<file path="config.mk">
export PLATFORM = sky130hd
export DESIGN_NAME = regfile_wb_arbiter
export DESIGN_NICKNAME = d
export VERILOG_FILES = /design/src/rtl/regfile_wb_arbiter.sv
export SDC_FILE = /design/constraint.sdc
export NUM_CORES = 1
export LEC_CHECK = 0
export CORE_MARGIN = 5
export CORE_UTILIZATION = 30
export DETAILED_ROUTE_END_ITERATION = 7
export SYNTH_ARGS = -nofsm -noshare
export SYNTH_HDL_FRONTEND = slang
export SYNTH_SLANG_ARGS = --single-unit
</file>
<file path="constraint.sdc">
create_clock -name clk -period 6.1 [get_ports clk]
set_clock_uncertainty 0.2 [all_clocks]
set_input_delay 0.915 -clock clk [delete_from_list [all_inputs] [get_ports clk]]
set_output_delay 0.915 -clock clk [all_outputs]
set_load 0.01 [all_outputs]
</file>
<file path="src/rtl/regfile_wb_arbiter.sv">
// Writeback arbiter and busy scoreboard in front of the register file write port.
//
// Two requesters (ALU and LSU) share a single register file write port. A round-robin arbiter
// grants at most one of them per cycle, and the accepted write appears on rf_* one cycle later.
// Writes to x0 are consumed but never reach the register file, because the file itself has no
// x0 protection. A busy bit per register tracks outstanding writes so issue can stall on
// RAW/WAW hazards.
//
// Ports:
//   clk, rst                                  clock, asynchronous active-high reset
//   alu_valid/alu_ready/alu_dest/alu_data     ALU writeback request (valid/ready handshake)
//   lsu_valid/lsu_ready/lsu_dest/lsu_data     LSU writeback request (valid/ready handshake)
//   issue_valid/issue_has_dest/issue_dest     issuing instruction and its destination
//   issue_rs1/issue_rs2                       issuing instruction's source operands
//   issue_stall                               issue must hold this cycle
//   rf_rw/rf_dest/rf_write_data               registered register file write port
//   busy                                      scoreboard vector (debug/trace)
module regfile_wb_arbiter #(
  parameter int unsigned NUM_REGS = 32,
  parameter int unsigned ADDR_W   = 5,
  parameter int unsigned DATA_W   = 32
) (
  input  logic                clk,
  input  logic                rst,
  input  logic                alu_valid,
  output logic                alu_ready,
  input  logic [ADDR_W-1:0]   alu_dest,
  input  logic [DATA_W-1:0]   alu_data,
  input  logic                lsu_valid,
  output logic                lsu_ready,
  input  logic [ADDR_W-1:0]   lsu_dest,
  input  logic [DATA_W-1:0]   lsu_data,
  input  logic                issue_valid,
  input  logic                issue_has_dest,
  input  logic [ADDR_W-1:0]   issue_dest,
  input  logic [ADDR_W-1:0]   issue_rs1,
  input  logic [ADDR_W-1:0]   issue_rs2,
  output logic                issue_stall,
  output logic                rf_rw,
  output logic [ADDR_W-1:0]   rf_dest,
  output logic [DATA_W-1:0]   rf_write_data,
  output logic [NUM_REGS-1:0] busy
);

  typedef enum logic {SrcAlu, SrcLsu} src_e;

  src_e                rr_last_q;
  logic                rf_rw_q;
  logic [ADDR_W-1:0]   rf_dest_q;
  logic [DATA_W-1:0]   rf_data_q;
  logic [NUM_REGS-1:0] busy_q, busy_d;

  logic                alu_grant, lsu_grant, accept;
  logic [ADDR_W-1:0]   sel_dest;
  logic [DATA_W-1:0]   sel_data;
  logic                set_en;

  // Grants are gated by rst so nothing is handshaken while the block is held in reset.
  always_comb begin
    alu_grant = !rst && alu_valid && (!lsu_valid || (rr_last_q == SrcLsu));
    lsu_grant = !rst && lsu_valid && (!alu_valid || (rr_last_q == SrcAlu));
    accept    = alu_grant || lsu_grant;
    sel_dest  = alu_grant ? alu_dest : lsu_dest;
    sel_data  = alu_grant ? alu_data : lsu_data;
  end

  assign alu_ready = alu_grant;
  assign lsu_ready = lsu_grant;

  // No bypass: a register being written this cycle still reads as busy.
  always_comb begin
    issue_stall = issue_valid && (busy_q[issue_rs1] || busy_q[issue_rs2] ||
                                  (issue_has_dest && busy_q[issue_dest]));
    set_en      = issue_valid && !issue_stall && issue_has_dest && (issue_dest != '0);
  end

  // Clear first, then set, so a same-index set overrides the commit clear.
  always_comb begin
    busy_d = busy_q;
    if (rf_rw_q) begin
      busy_d[rf_dest_q] = 1'b0;
    end
    if (set_en) begin
      busy_d[issue_dest] = 1'b1;
    end
  end

  always_ff @(posedge clk or posedge rst) begin
    if (rst) begin
      rr_last_q <= SrcLsu;
      rf_rw_q   <= 1'b0;
      rf_dest_q <= '0;
      rf_data_q <= '0;
      busy_q    <= '0;
    end else begin
      busy_q  <= busy_d;
      rf_rw_q <= accept && (sel_dest != '0);
      if (accept) begin
        rr_last_q <= alu_grant ? SrcAlu : SrcLsu;
        rf_dest_q <= sel_dest;
        rf_data_q <= sel_data;
      end
    end
  end

  assign rf_rw         = rf_rw_q;
  assign rf_dest       = rf_dest_q;
  assign rf_write_data = rf_data_q;
  assign busy          = busy_q;

endmodule
</file>
======== After elaboration in Yosys (flattened, before gate mapping) ========
Index checks and enable logic that the tools add are counted.
word-level totals
  bits of input ports ..................... 95
  word-level logic and storage cells ...... 53
  output and inout bits ................... 73
  flip-flop bits (word level) ............. 71
operators by class
  bitwise logic cells ..................... 4
  magnitude comparators ................... 6
  reduce and logical (&&, ||, !) cells .... 23
  mux-type cells .......................... 15
operators with widths
  kind                                                                number
  2-to-1 mux 32 bit                                                   3
  AND 32 bit                                                          1
  inverter 32 bit                                                     1
  bitwise OR 32 bit                                                   1
  < comparator 5 x 6 -> 1 bit (second input constant)                 4
  binary-select mux 1 bit (select 5 bit)                              3
  logical AND 1 bit                                                   12
  demux 1 bit (select 5 bit)                                          2
  greater-or-equal comparator 5 x 1 -> 1 bit (second input constant)  2
  nonzero test 5 bit                                                  2
  2-to-1 mux 1 bit                                                    6
  logical OR 1 bit                                                    5
  2-to-1 mux 5 bit                                                    1
  zero test 1 bit                                                     4
  inverter 1 bit                                                      1

======== Logic depth before layout (Yosys ltp) ========
  word-level depth ........................ 10
  gate-level depth with buffers ........... 9

======== Least setup slack after synthesis ========
OpenSTA, ideal clock, no wires.
  kind .................................... input port to output port
  from .................................... in rst
  to ...................................... out alu_ready
  cell stages on the path ................. 4
  path buffers ............................ 1
  required time ........................... 4.985 ns
  setup slack ............................. 1.667 ns
  data arrival time ....................... 3.318 ns
  cells stage by stage .................... inv_1 > o211ai_1 > clkbuf_1 > inv_1
on the way
  longest elaborated chain between the ends .. 3
ends and longest elaborated chain
  what                             line  source
  start: declaration               24    input logic rst,
  zero test 1 bit (no line)        --
  logical AND 1 bit (2 in series)  60    alu_grant = !rst && alu_valid && (!lsu_valid || (rr_last_q == SrcLsu));
  end: declaration                 26    output logic alu_ready,
Every way passes these cells.

======== Final worst setup path ========
  from .................................... in issue_dest[1]
  to ...................................... out issue_stall
on the way
  longest elaborated chain between the ends .. 5
ends and longest elaborated chain
  what                                    line  source
  start: declaration                      35    input logic [ADDR_W-1:0] issue_dest,
  binary-select mux 1 bit (select 5 bit)  73    (issue_has_dest && busy_q[issue_dest]));
  2-to-1 mux 1 bit (not written as such)  73
  logical AND 1 bit                       73
  logical OR 1 bit                        72    issue_stall = issue_valid && (busy_q[issue_rs1] || busy_q[issue_rs2] ||
  logical AND 1 bit                       72
  end: declaration                        38    output logic issue_stall,
Every way passes these cells. The select of a mux whose other input is x is not followed.

==> out/qor.yml <==
power:
  clock_power_share_pct: 24.9
  total_leakage_power_nw: 2.65
  share_seq_of_total_power_pct: 38.1
  switch_pwr_uw: 736
  power.share.combinational_pct: 36.9
  irDropWorstVdd_v: 0.000150
  internal_power_mw: 1.38
  power.density_cell_area_nw_per_um2: 331
  switching_share_pct: 34.8
clock_network:
  clockBufferDepth: 2
  clk_transition_reported_paths_ns: 0.05
  later_pin_clock_latency_in_the_skew_report_ns: 0.33
  cts_hold_repair.buffers: 0
  numCtsBuffers: 9
  post_cts_buffers: 0
  cts_root_buf: "sky130_fd_sc_hd__clkbuf_16"
  cts_tree: "built"
  ctsResizeCount: 0
  number_of_clock_sinks: 71
  htree_num_levels: 3
floorplan:
  fp.coreArea_um2: 13900
  initial_core_util_pct: 30.7
  fp.dieArea_um2: 16800
  die_y_um: 129
  core.rowCount: 43
  fp.dieW_um: 129
  design.portCount: 168
timing:
  hold_viol_final: 0
  total_negative_setup_slack_ns: 0
  rsz0062_at_grt: "false"
  finalMaxSlewViolations: 0
  layout_worst_path_cycle_share_pct: 84.4
  achievable-frequency_mhz: 194
  setup_viol_count_final: 0
  slew-limit-headroom_pct: 36.1
  finalCriticalPeriod_ns: 5.15
  worst_pin_slew_ns: 0.955
grt:
  initial_antenna_violation_count: 0
  pin_count_of_the_biggest_net_entering_global_routing: 75
  overflow_left_after_global_routing: 0
  grt_busiest_layer: "met2"
  groute.usage.overall_pct: 18.0
  use_met2_pct: 27.3
  grtUsageMet1_pct: 22.8
  via_count_of_the_first_global_routing_pass: 4495
  grt_util_met3_pct: 7.63
  global_route_wire_length_before_repair_um: 23700
logic_synthesis:
  synthFlopType: "sky130_fd_sc_hd__dfrtp_1"
  share_of_synthesized_registers_carrying_an_async_set_or_reset_pct: 100
  synthDistinctLibCells: 42
  synth_area_um2: 4280
  synth_enable_flop_cells: 0
  post_synth_inst_count: 457
  synth_area_per_cell_um2: 9.37
  syn_nets: 552
  postSynthRegisterBits: 71
  synth_seq_area_share_pct: 41.5
  yosys_warnings: 0
critical_path:
  r2r_cells: 6
  worst-endpoint-arrival_ns: 4.03
  timing.setup.critical_path_class: "in2out"
  critical_path.top_delay_family: "buffers and inverters"
  timing.critical_path.required_ns: 4.98
  endpoint_kind: "output port"
  path_max_fanout: 32
  slowest_stage: "sky130_fd_sc_hd__clkdlybuf4s50_1"
  cp_slowest_stage_delay_ns: 0.78
  timing.critical_path.buf_inv: 4
  crit_path_cell_trace: "clkdlybuf4s50_1 > buf_4 > mux2_2 > a22oi_1 > o221ai_1 > or3_1 > buf_4 > and2_1 > o21a_1 > clkdlybuf4s50_1"
  timing.critical_path.from_type: "input pin"
  critical_path_depth: 10
final_layout:
  fin_nets: 698
  fillers: 1357
  synthToLayoutAreaGrowth_pct: 49.1
  num_antenna_cells: 0
  layout-drive-gt1-share_pct: 6.09
  fin_util_pct: 45.8
routing:
  wl_per_cell_um: 19.0
  routed_wl_um: 15000
  drc: 0
  firstDrtPassIters: 5
  via_count: 4220
  vias_per_cell: 5.36
  initialDrtViolationCount: 234
  detail-route-antenna-nets: 0
outcome:
  run_status: "finished clean"
placed_design:
  portbufs: 167
  post-dp-hpwl_um: 11500
  gpl.final_weighted_congestion: 0.837
hold_path:
  hp-class: "reg2reg"
  timing.hold.worst_path_depth: 2
job:
  drv.max_cap_violation_count: 0
[worst register-to-register path, delay by kind of cell, from the launching register on]
kind / cells / cell delay (ns)
compound gates: 2 / 0.36
buf+inv: 1 / 0.25
flops: 1 / 0.47
mux: 1 / 0.50
simple gates: 2 / 0.86
[placed cells by master, fill, tap and decap left out, types with 5 or more instances in the layout]
cell type                         netlist  final
sky130_fd_sc_hd__nand3b_1               6      6
sky130_fd_sc_hd__a22oi_1                9      9
sky130_fd_sc_hd__dfrtp_1               70     70
sky130_fd_sc_hd__mux2i_1               72     72
sky130_fd_sc_hd__buf_4                  0      7
sky130_fd_sc_hd__and3_1                 6      6
sky130_fd_sc_hd__nor2_1                 5      5
sky130_fd_sc_hd__clkbuf_16              0      9
sky130_fd_sc_hd__o21ai_0               69     68
sky130_fd_sc_hd__o31ai_1               16     16
sky130_fd_sc_hd__a21oi_1                7      7
sky130_fd_sc_hd__a31oi_1                5      5
sky130_fd_sc_hd__mux2_2                 5      5
sky130_fd_sc_hd__nand3_1               19     19
sky130_fd_sc_hd__nand2_1               64     64
sky130_fd_sc_hd__o41ai_1               14     14
sky130_fd_sc_hd__clkdlybuf4s50_1        0    167
[Yosys cell counts (2+ instances only)]
master | number | area, µm²
sky130_fd_sc_hd__a31oi_1 | 5 | 31.3
sky130_fd_sc_hd__mux2i_1 | 72 | 721
sky130_fd_sc_hd__inv_1 | 4 | 15.0
sky130_fd_sc_hd__nand4_1 | 2 | 12.5
sky130_fd_sc_hd__o21ai_0 | 69 | 345
sky130_fd_sc_hd__a22oi_1 | 9 | 67.6
sky130_fd_sc_hd__clkbuf_1 | 32 | 120
sky130_fd_sc_hd__and3_1 | 6 | 37.5
sky130_fd_sc_hd__o31ai_1 | 16 | 120
sky130_fd_sc_hd__nor2_1 | 5 | 18.8
sky130_fd_sc_hd__mux2_2 | 5 | 56.3
sky130_fd_sc_hd__nor2b_1 | 4 | 25.0
sky130_fd_sc_hd__dfrtp_1 | 70 | 1750
sky130_fd_sc_hd__buf_2 | 5 | 25.0
sky130_fd_sc_hd__nand2_1 | 64 | 240
sky130_fd_sc_hd__and3b_1 | 2 | 17.5
sky130_fd_sc_hd__a21oi_1 | 7 | 35.0
sky130_fd_sc_hd__nand3b_1 | 6 | 45.0
sky130_fd_sc_hd__nor3_1 | 3 | 15.0
sky130_fd_sc_hd__nor3b_1 | 3 | 22.5
sky130_fd_sc_hd__o21a_1 | 2 | 15.0
sky130_fd_sc_hd__or3_1 | 3 | 18.8
sky130_fd_sc_hd__o41ai_1 | 14 | 123
sky130_fd_sc_hd__a211oi_1 | 3 | 22.5
sky130_fd_sc_hd__mux4_2 | 4 | 90.1
sky130_fd_sc_hd__and2_1 | 3 | 18.8
sky130_fd_sc_hd__nand2b_1 | 4 | 25.0
sky130_fd_sc_hd__nand3_1 | 19 | 95.1
sky130_fd_sc_hd__or3b_2 | 3 | 26.3
[flip-flops by register name (all words and copies together) (netlist names)]
signal / flops
busy: 32
rf_dest: 5
rr_last_q: 1
rf_write_data: 32
rf_rw: 1
[layer usage]
layer | wire (µm) | vias up
met4 | 279 | 0
met5 | 0 | -
li1 | - | 1984
met1 | 6130 | 1949
met3 | 2000 | 23
met2 | 6550 | 264
[final timing paths]
kind,slack (ns),start,to
setup / recovery,0.95,issue_dest[1],issue_stall
hold / removal,0.28,rf_write_data[6]$_DFFE_PP0P_,rf_write_data[6]$_DFFE_PP0P_
setup reg to reg,3.41,busy[6]$_DFF_PP0_,busy[20]$_DFF_PP0_
hold reg to reg,0.28,rf_write_data[6]$_DFFE_PP0P_,rf_write_data[6]$_DFFE_PP0P_
max in group asynchronous,4.05,rst,busy[15]$_DFF_PP0_
min in group asynchronous,1.06,rst,rf_write_data[18]$_DFFE_PP0P_
[power by group through the flow]
| stage | Sequential [mW] | Combinational, mW | Clock [mW] |
|---|---|---|---|
| floorplan | 0.774 | 0.329 | 0 |
| global placement | 0.814 | 0.774 | 0 |
| detailed placement | 0.813 | 0.785 | 0 |
| CTS | 0.805 | 0.787 | 0.546 |
| global route | 0.830 | 0.850 | 0.567 |
| finish | 0.806 | 0.781 | 0.528 |
[through the flow]
| stage | hold slack [ns] | setup slack [ns] | total power, mW | instance area [µm²] | instances |
|---|---|---|---|---|---|
| global route | 0.301 | 0.792 | 2.25 | 6390 | 788 |
| detailed placement | 0.273 | 0.958 | 1.60 | 6080 | 772 |
| floorplan | 0.315 | 1.67 | 1.10 | 4280 | 457 |
| finish | 0.278 | 0.953 | 2.11 | 6390 | 788 |
| CTS | 0.286 | 0.955 | 2.14 | 6390 | 788 |
| global placement | 0.262 | 0.975 | 1.59 | 6080 | 772 |
[logic make-up after synthesis]
group | count (synthesis) | share of synthesized area (%)
AND/OR/NAND/NOR | 129 | 14.8
AO/OA/AOI/OAI | 133 | 19.3
buffers and inverters | 43 | 4.09
flip-flops | 71 | 41.5
multiplexers | 81 | 20.2
[cell type report]
cell class | instances | area [µm²] | share of cell area [%]
Inverter | 4 | 15.0 | 0.235
Timing Repair Buffer | 174 | 1720 | 27.0
Sequential cell | 71 | 1780 | 27.8
Clock inverter | 3 | 42.5 | 0.666
Multi-Input combinational cell | 343 | 2340 | 36.7
Tap cell | 180 | 225 | 3.53
Clock buffer | 13 | 260 | 4.08
(Power assumes the default switching activity.)
